**src/rtl/usf_sample_window.sv**
```systemverilog
// Sample windowing front end for the modulo-folded ADC recovery path.
// Fills a shadow window of N samples and commits it to win_out, with a minimum hold between commits.
module usf_sample_window #(
  parameter int          N          = 13,
  parameter int          W          = 12,
  parameter int          HOLD       = 48,
  parameter logic [15:0] FRAME_INIT = 16'h0000
) (
  input  logic                 clk,
  input  logic                 reset,
  input  logic                 in_valid,
  input  logic [W-1:0]         in_data,
  output logic                 in_ready,
  input  logic                 flush,
  output logic [N-1:0][W-1:0]  win_out,
  output logic                 en,
  output logic [15:0]          frame_cnt
);

  localparam int             IW        = $clog2(N + 1);
  localparam int             HW        = (HOLD > 0) ? $clog2(HOLD + 1) : 1;
  localparam logic [IW-1:0]  IDX_FULL  = IW'(N);
  localparam logic [HW-1:0]  HOLD_LOAD = HW'(HOLD);

  logic [IW-1:0]         idx_q,    idx_d;
  logic [HW-1:0]         hold_q,   hold_d;
  logic [N-1:0][W-1:0]   shadow_q, shadow_d;
  logic [N-1:0][W-1:0]   win_q,    win_d;
  logic                  en_q,     en_d;
  logic [15:0]           frame_q,  frame_d;
  logic                  accept_s;
  logic                  commit_s;

  // in_ready is combinational on the fill index so a full shadow backpressures at once.
  assign in_ready  = (idx_q < IDX_FULL);
  assign accept_s  = in_valid && in_ready && !flush;
  assign commit_s  = (idx_q == IDX_FULL) && (hold_q == {HW{1'b0}}) && !flush;

  assign win_out   = win_q;
  assign en        = en_q;
  assign frame_cnt = frame_q;

  // Next-state: flush beats commit beats accept; accept and commit are exclusive by idx.
  always_comb begin
    idx_d    = idx_q;
    shadow_d = shadow_q;
    win_d    = win_q;
    en_d     = 1'b0;
    frame_d  = frame_q;
    if (hold_q != {HW{1'b0}}) begin
      hold_d = hold_q - HW'(1'b1);
    end else begin
      hold_d = {HW{1'b0}};
    end

    if (flush) begin
      idx_d = {IW{1'b0}};
    end else if (commit_s) begin
      win_d   = shadow_q;
      en_d    = 1'b1;
      idx_d   = {IW{1'b0}};
      hold_d  = HOLD_LOAD;
      frame_d = frame_q + 16'd1;
    end else if (accept_s) begin
      idx_d = idx_q + IW'(1'b1);
      for (int i = 0; i < N; i++) begin
        if (idx_q == IW'(i)) begin
          shadow_d[i] = in_data;
        end else begin
          shadow_d[i] = shadow_q[i];
        end
      end
    end else begin
      idx_d = idx_q;
    end
  end

  // State registers, cleared immediately by the asynchronous reset.
  always_ff @(posedge clk or negedge reset) begin
    if (!reset) begin
      idx_q    <= {IW{1'b0}};
      hold_q   <= {HW{1'b0}};
      shadow_q <= '0;
      win_q    <= '0;
      en_q     <= 1'b0;
      frame_q  <= FRAME_INIT;
    end else begin
      idx_q    <= idx_d;
      hold_q   <= hold_d;
      shadow_q <= shadow_d;
      win_q    <= win_d;
      en_q     <= en_d;
      frame_q  <= frame_d;
    end
  end

endmodule
```
**config.mk**
```make
export PLATFORM = sky130hd
export DESIGN_NAME = usf_sample_window
export DESIGN_NICKNAME = d
export VERILOG_FILES = /design/src/rtl/usf_sample_window.sv
export SDC_FILE = /design/constraint.sdc
export NUM_CORES = 1
export LEC_CHECK = 0
export CAP_MARGIN = 20
export CORE_MARGIN = 5
export CORE_UTILIZATION = 50
export DETAILED_ROUTE_END_ITERATION = 16
export GPL_TIMING_DRIVEN = 1
export HOLD_SLACK_MARGIN = 0.08
export PLACE_DENSITY_LB_ADDON = 0.12
export SYNTH_ARGS = -nofsm -noshare
export SYNTH_HDL_FRONTEND = slang
export SYNTH_SLANG_ARGS = --single-unit
```
**constraint.sdc**
```tcl
create_clock -name clk -period 2.52 [get_ports clk]
set_input_delay 0.63 -clock clk [delete_from_list [all_inputs] [get_ports clk]]
set_output_delay 0.63 -clock clk [all_outputs]
set_load 0.01 [all_outputs]
```
Word level (Yosys, flattened, before mapping) --
Cells that the tools add are included.
Storage, ports and cells: register bits 339, input bits 16, output and inout bits 174, logic and storage cells 80
Cells by class: add/subtract/negate cells 3, magnitude comparators 1, equal/unequal tests 13, multiplexer cells 8, bitwise operators 2, reduce and logical (&&, ||, !) cells 23
Operators by type and width (number):
- $reduce_and A4 Y1 | 13
- $eq A4 B4 Y1 const B | 6
- $mux W6 | 3
- $add A16 B1 Y16 const B | 1
- $eq A4 B3 Y1 const B | 4
- $mux W4 | 3
- $eq A4 B2 Y1 const B | 2
- $logic_not A6 Y1 | 1
- $reduce_bool A6 Y1 | 1
- $sub A6 B1 Y6 const B | 1
- $add A4 B1 Y4 const B | 1
- $eq A4 B1 Y1 const B | 1
- $logic_and A1 B1 Y1 | 4
- $logic_not A4 Y1 | 1
- $lt A4 B4 Y1 const B | 1
- $reduce_bool A3 Y1 | 1
- $mux W1 | 2
- $not A1 Y1 | 2
- $reduce_and A2 Y1 | 1
- $logic_not A1 Y1 | 1

Logic depth before layout (Yosys ltp) --
word-level depth 6, depth in mapped cells 8, gate-level depth less buffers 6

Least setup slack after synthesis --
No wires, ideal clock.
path kind register to register, start register idx_q[1], end register win_q, in the netlist win_out[100], setup time 0.125 ns, data arrival time 2.013 ns, data required time 2.395 ns, setup slack 0.382 ns, cell stages (with the launch flop) 8, path buffers 2, clock period less this slack 2.138 ns, cell sequence dfrtp_1 -> inv_1 -> ha_1 -> or4b_4 -> nor3_4 -> buf_6 -> buf_6 -> mux2_2
On the way: cells in the longest elaborated chain, start to end 4
RTL lines:
- start, declared | line 25 | logic [IW-1:0] idx_q, idx_d;
- start signal, assigned | line 81 | idx_q <= {IW{1'b0}};
- start signal, assigned | line 88 | idx_q <= idx_d;
- $eq A4 B4 Y1 | line 37 | assign commit_s = (idx_q == IDX_FULL) && (hold_q == {HW{1'b0}}) && !flush;
- $logic_and A1 B1 Y1 (2 in series) | line 37
- $reduce_and A2 Y1 (no line)
- end signal, assigned | line 91 | win_q <= win_d;
- end, declared | line 28 | logic [N-1:0][W-1:0] win_q, win_d;
Every way passes these cells. A chain may end at the register's enable or synchronous reset.

Final worst setup path --
start register idx_q[3], end output in_ready
On the way: cells in the longest elaborated chain, start to end 1
RTL lines:
- $lt A4 B4 Y1 | line 35 | assign in_ready = (idx_q < IDX_FULL);
- end, declared | line 13 | output logic in_ready,
Every way passes these cells.

==> summary.md <==
| Metric | Value |
|---|---|
| Run status | `completed` |
| Final worst setup slack | `98.5 ps` |
| DRT iter0 DRCs | `about 330` |
| Flops & latches, synth | `between 300 and 400` |
| Global-route wire length before repair | `~46 mm` |
| Most frequent cell after synthesis | `dfrtp_1` |
| Synth Flop Type | `dfrtp_1` |
| CP max stage delay | `roughly 530 ps` |
| CTS buffer count | `36` |
| Post-Route Setup TNS | `0 ps` |
| Post-synthesis cell type count | `36` |
| Max VDD drop | `0.528 mV` |
| Diodes inserted | `0` |
| Power density over the cells | `685 mW/mm^2` |
| Final-stage net count | `around 1100` |
| Clock latency on the worst-skew pair | `500 ps` |
| WL final | `29.0 mm` |
| Cells along the critical path | `nand2_1, or2_2, dlygate4sd2_1` |
| Core Area | `between 0.02 and 0.03 sq mm` |
| Hold bufs inserted after CTS | `0` |
| Max Clock Freq | `approximately 0.41 GHz` |
| Max-slew violations | `0` |
| CP endpoint kind | `output pin` |
| Dpl hpwl | `19.1 mm` |
| Clock transition at path regs | `~60 ps` |
| Die Area | `0.0295 sq mm` |
| Fin crit share | `~96%` |
| Worst-Margin Slew | `roughly 560 ps` |
| Vias in the first global route | `7937` |
| Largest net degree at the start of global routing | `61` |
| Arr. time, crit path | `roughly 1800 ps` |
| Clk pwr share | `between 40% and 50%` |
| Delay-heaviest family, CP | `flip-flops` |
| Share of post-route cells with drive strength above 1 | `about 41%` |
| Max clock buf depth | `3` |
| RSZ-0062 raised after global routing | `false` |
| CP Buf/Inv Count | `1` |
| Synthesized area per cell | `around 16 sq um` |
| Area of all sequential standard cells | `roughly 0.0085 sq mm` |
| H-tree levels | `2` |
| Setup violations, final | `0` |
| Die Span Y | `about 170 um` |
| Yosys Warn Count | `0` |
| Worst setup SP type | `register` |
| Mean routed wirelength per cell | `between 20 and 25 um` |
| IO Count | `190` |
| Cell count after synthesis | `just over 800` |
| Comb pwr share | `6.1%` |
| CP max-delay cell | `dfrtp_1` |
| CTS tree | `built` |
| Internal Power | `a little over 9000 uW` |
| Port bufs | `around 190` |
| P_leak | `between 0.008 and 0.009 uW` |
| Synthesized area | `around 0.013 sq mm` |
| Max-Cap Viols | `0` |
| Final Cell Area | `between 0.015 and 0.02 sq mm` |
| Min cycle time layout | `about 2400 ps` |
| Pre-CTS WS | `-10.7 ps` |
| Top cells by area, synth | `dfrtp_1, mux2_2, buf_6` |
| Synth Net Count | `approximately 830` |
| Root Driver | `clkbuf_16` |
| Routability congestion estimate from global placement | `0.748` |
| DRT antenna net count | `0` |
| Area Growth Syn to Fin | `29.2%` |
| Die Span X | `between 150 and 200 um` |
| Net Sw Frac | `about 22%` |
| Pwr Total | `11600 uW` |
| Initial antenna violation count | `1` |
| Post-synth top area cell | `dfrtp_1` |
| Post-synth EDFFs | `0` |
| Share of Yosys cell area claimed by the top area cell type | `about two thirds` |
| Crit path kind | `reg -> out` |
| FFs w/ async S/R, synth | `100%` |
| Skew final | `approximately 12 ps` |
| Initial Util | `between 50% and 60%` |
| Vias/cell | `roughly 5.3` |
| Cell Rows | `between 50 and 60` |
| Top post-synthesis cells by count | `dfrtp_1, mux2_2, nand2_1` |
| Net Switching | `approximately 2500 uW` |
| Area occupied by multi-input gates | `between 0.004 and 0.005 sq mm` |
| Fin. Hold Viols | `0` |
| Critical Path RT | `approximately 1900 ps` |
| Gr usage total | `between 20% and 30%` |
| Sequential cell area fraction in the yosys report | `around two thirds` |
| Max transition margin | `a little over three fifths` |
| Pre-Repair DR Iteration Count | `4` |
| FILL cells | `roughly 1900` |
| Min-delay worst type | `in -> async` |
| CP Max Fanout | `9` |
| Placed cell area | `around 0.016 sq mm` |
| GRT overflow | `0` |
| Sequential Power Share | `between 50% and 60%` |
| Via Count | `~7500` |
| Residual DRC | `0` |
| # clock sinks | `around 340` |
## logic make-up (layout without fill, tap and decap cells)
kind of cell,count (synthesis),count (layout),synth area share (%)
flip-flops,339,339,64.9
buffers and inverters,51,319,2.60
adder cells (fa/ha/maj),8,8,0.765
AND/OR/NAND/NOR,71,71,3.12
XOR/XNOR,18,18,1.21
multiplexers,314,314,27.0
AO/OA/AOI/OAI,7,7,0.430
## path summary, 6_finish.rpt
check | from | end | slack, ps | cells past startpoint
worst max register to register | idx_q[1]$_DFFE_PN0P_ | win_out[138]$_DFFE_PN0P_ | 140 | 8
worst min register to register | frame_cnt[15]$_DFFE_PN0P_ | frame_cnt[15]$_DFFE_PN0P_ | 470 | 1
min in group clk | frame_cnt[15]$_DFFE_PN0P_ | frame_cnt[15]$_DFFE_PN0P_ | 470 | 1
worst max-delay path | idx_q[3]$_DFFE_PN0P_ | in_ready | 100 | 3
max in group asynchronous | reset | win_out[51]$_DFFE_PN0P_ | 1610 | 3
worst min-delay path | reset | shadow_q[22]$_DFFE_PN0P_ | 90 | 1
## routing by layer
metal | global-route usage [%] | up-vias | routed length, um
li1 | - | 3338 | -
met4 | 3.83 | 0 | 354
met2 | 32.2 | 173 | 13900
met1 | 29.2 | 3906 | 13300
met3 | 3.72 | 33 | 1500
met5 | 0 | - | 0
## cell usage in the layout (no fill, tap or decap), types with 7 or more instances in the layout
cell type,Yosys,final
dfrtp_1,339,337
mux2_2,313,313
clkdlybuf4s50_1,0,187
buf_4,0,46
clkbuf_16,0,37
buf_12,0,18
nand2_1,17,17
xnor2_1,16,16
clkbuf_1,15,11
nor2_1,9,9
nor3_1,9,9
nand4_1,7,7
ha_1,8,7
## power groups by stage
stage | registers [uW] | logic (uW) | clock network, uW
detailed placement | 6000 | 723 | 0
global route | 5940 | 802 | 5320
floorplan | 5950 | 424 | 0
CTS | 5910 | 729 | 5090
global placement | 5990 | 695 | 0
finish | 5910 | 710 | 4960
## metrics by stage
step	utilization (%)	std cells	hold slack [ps]
CTS	65.0	1405	89.6
finish	65.2	1411	85.3
detailed placement	60.7	1343	466
floorplan	-	808	334
global route	65.2	1411	101
global placement	60.7	1343	462
## registers in the layout, summed over array words and instances, names as in the netlist
| register | cells |
|---|---|
| hold_q | 6 |
| shadow_q | 156 |
| frame_cnt | 16 |
| win_out | 156 |
| en | 1 |
| idx_q | 4 |
## layout make-up
| type | count | area share (%) |
|---|---|---|
| timing repair buffer | 253 | 15.4 |
| clock inverter | 7 | 0.385 |
| sequential | 339 | 50.2 |
| tap | 335 | 2.48 |
| multi-input combinational | 418 | 25.2 |
| clock buffer | 54 | 6.21 |
| inverter | 5 | 0.111 |
## repair_timing
item | CTS | global route
pin swaps | 0 | 1
resized for setup | 2 | 2
buffers inserted | 1 | 6
endpoints found under the hold margin | 0 | 0
endpoints found under the setup margin | 1 | 11
Power figures use the tool's default switching activity.
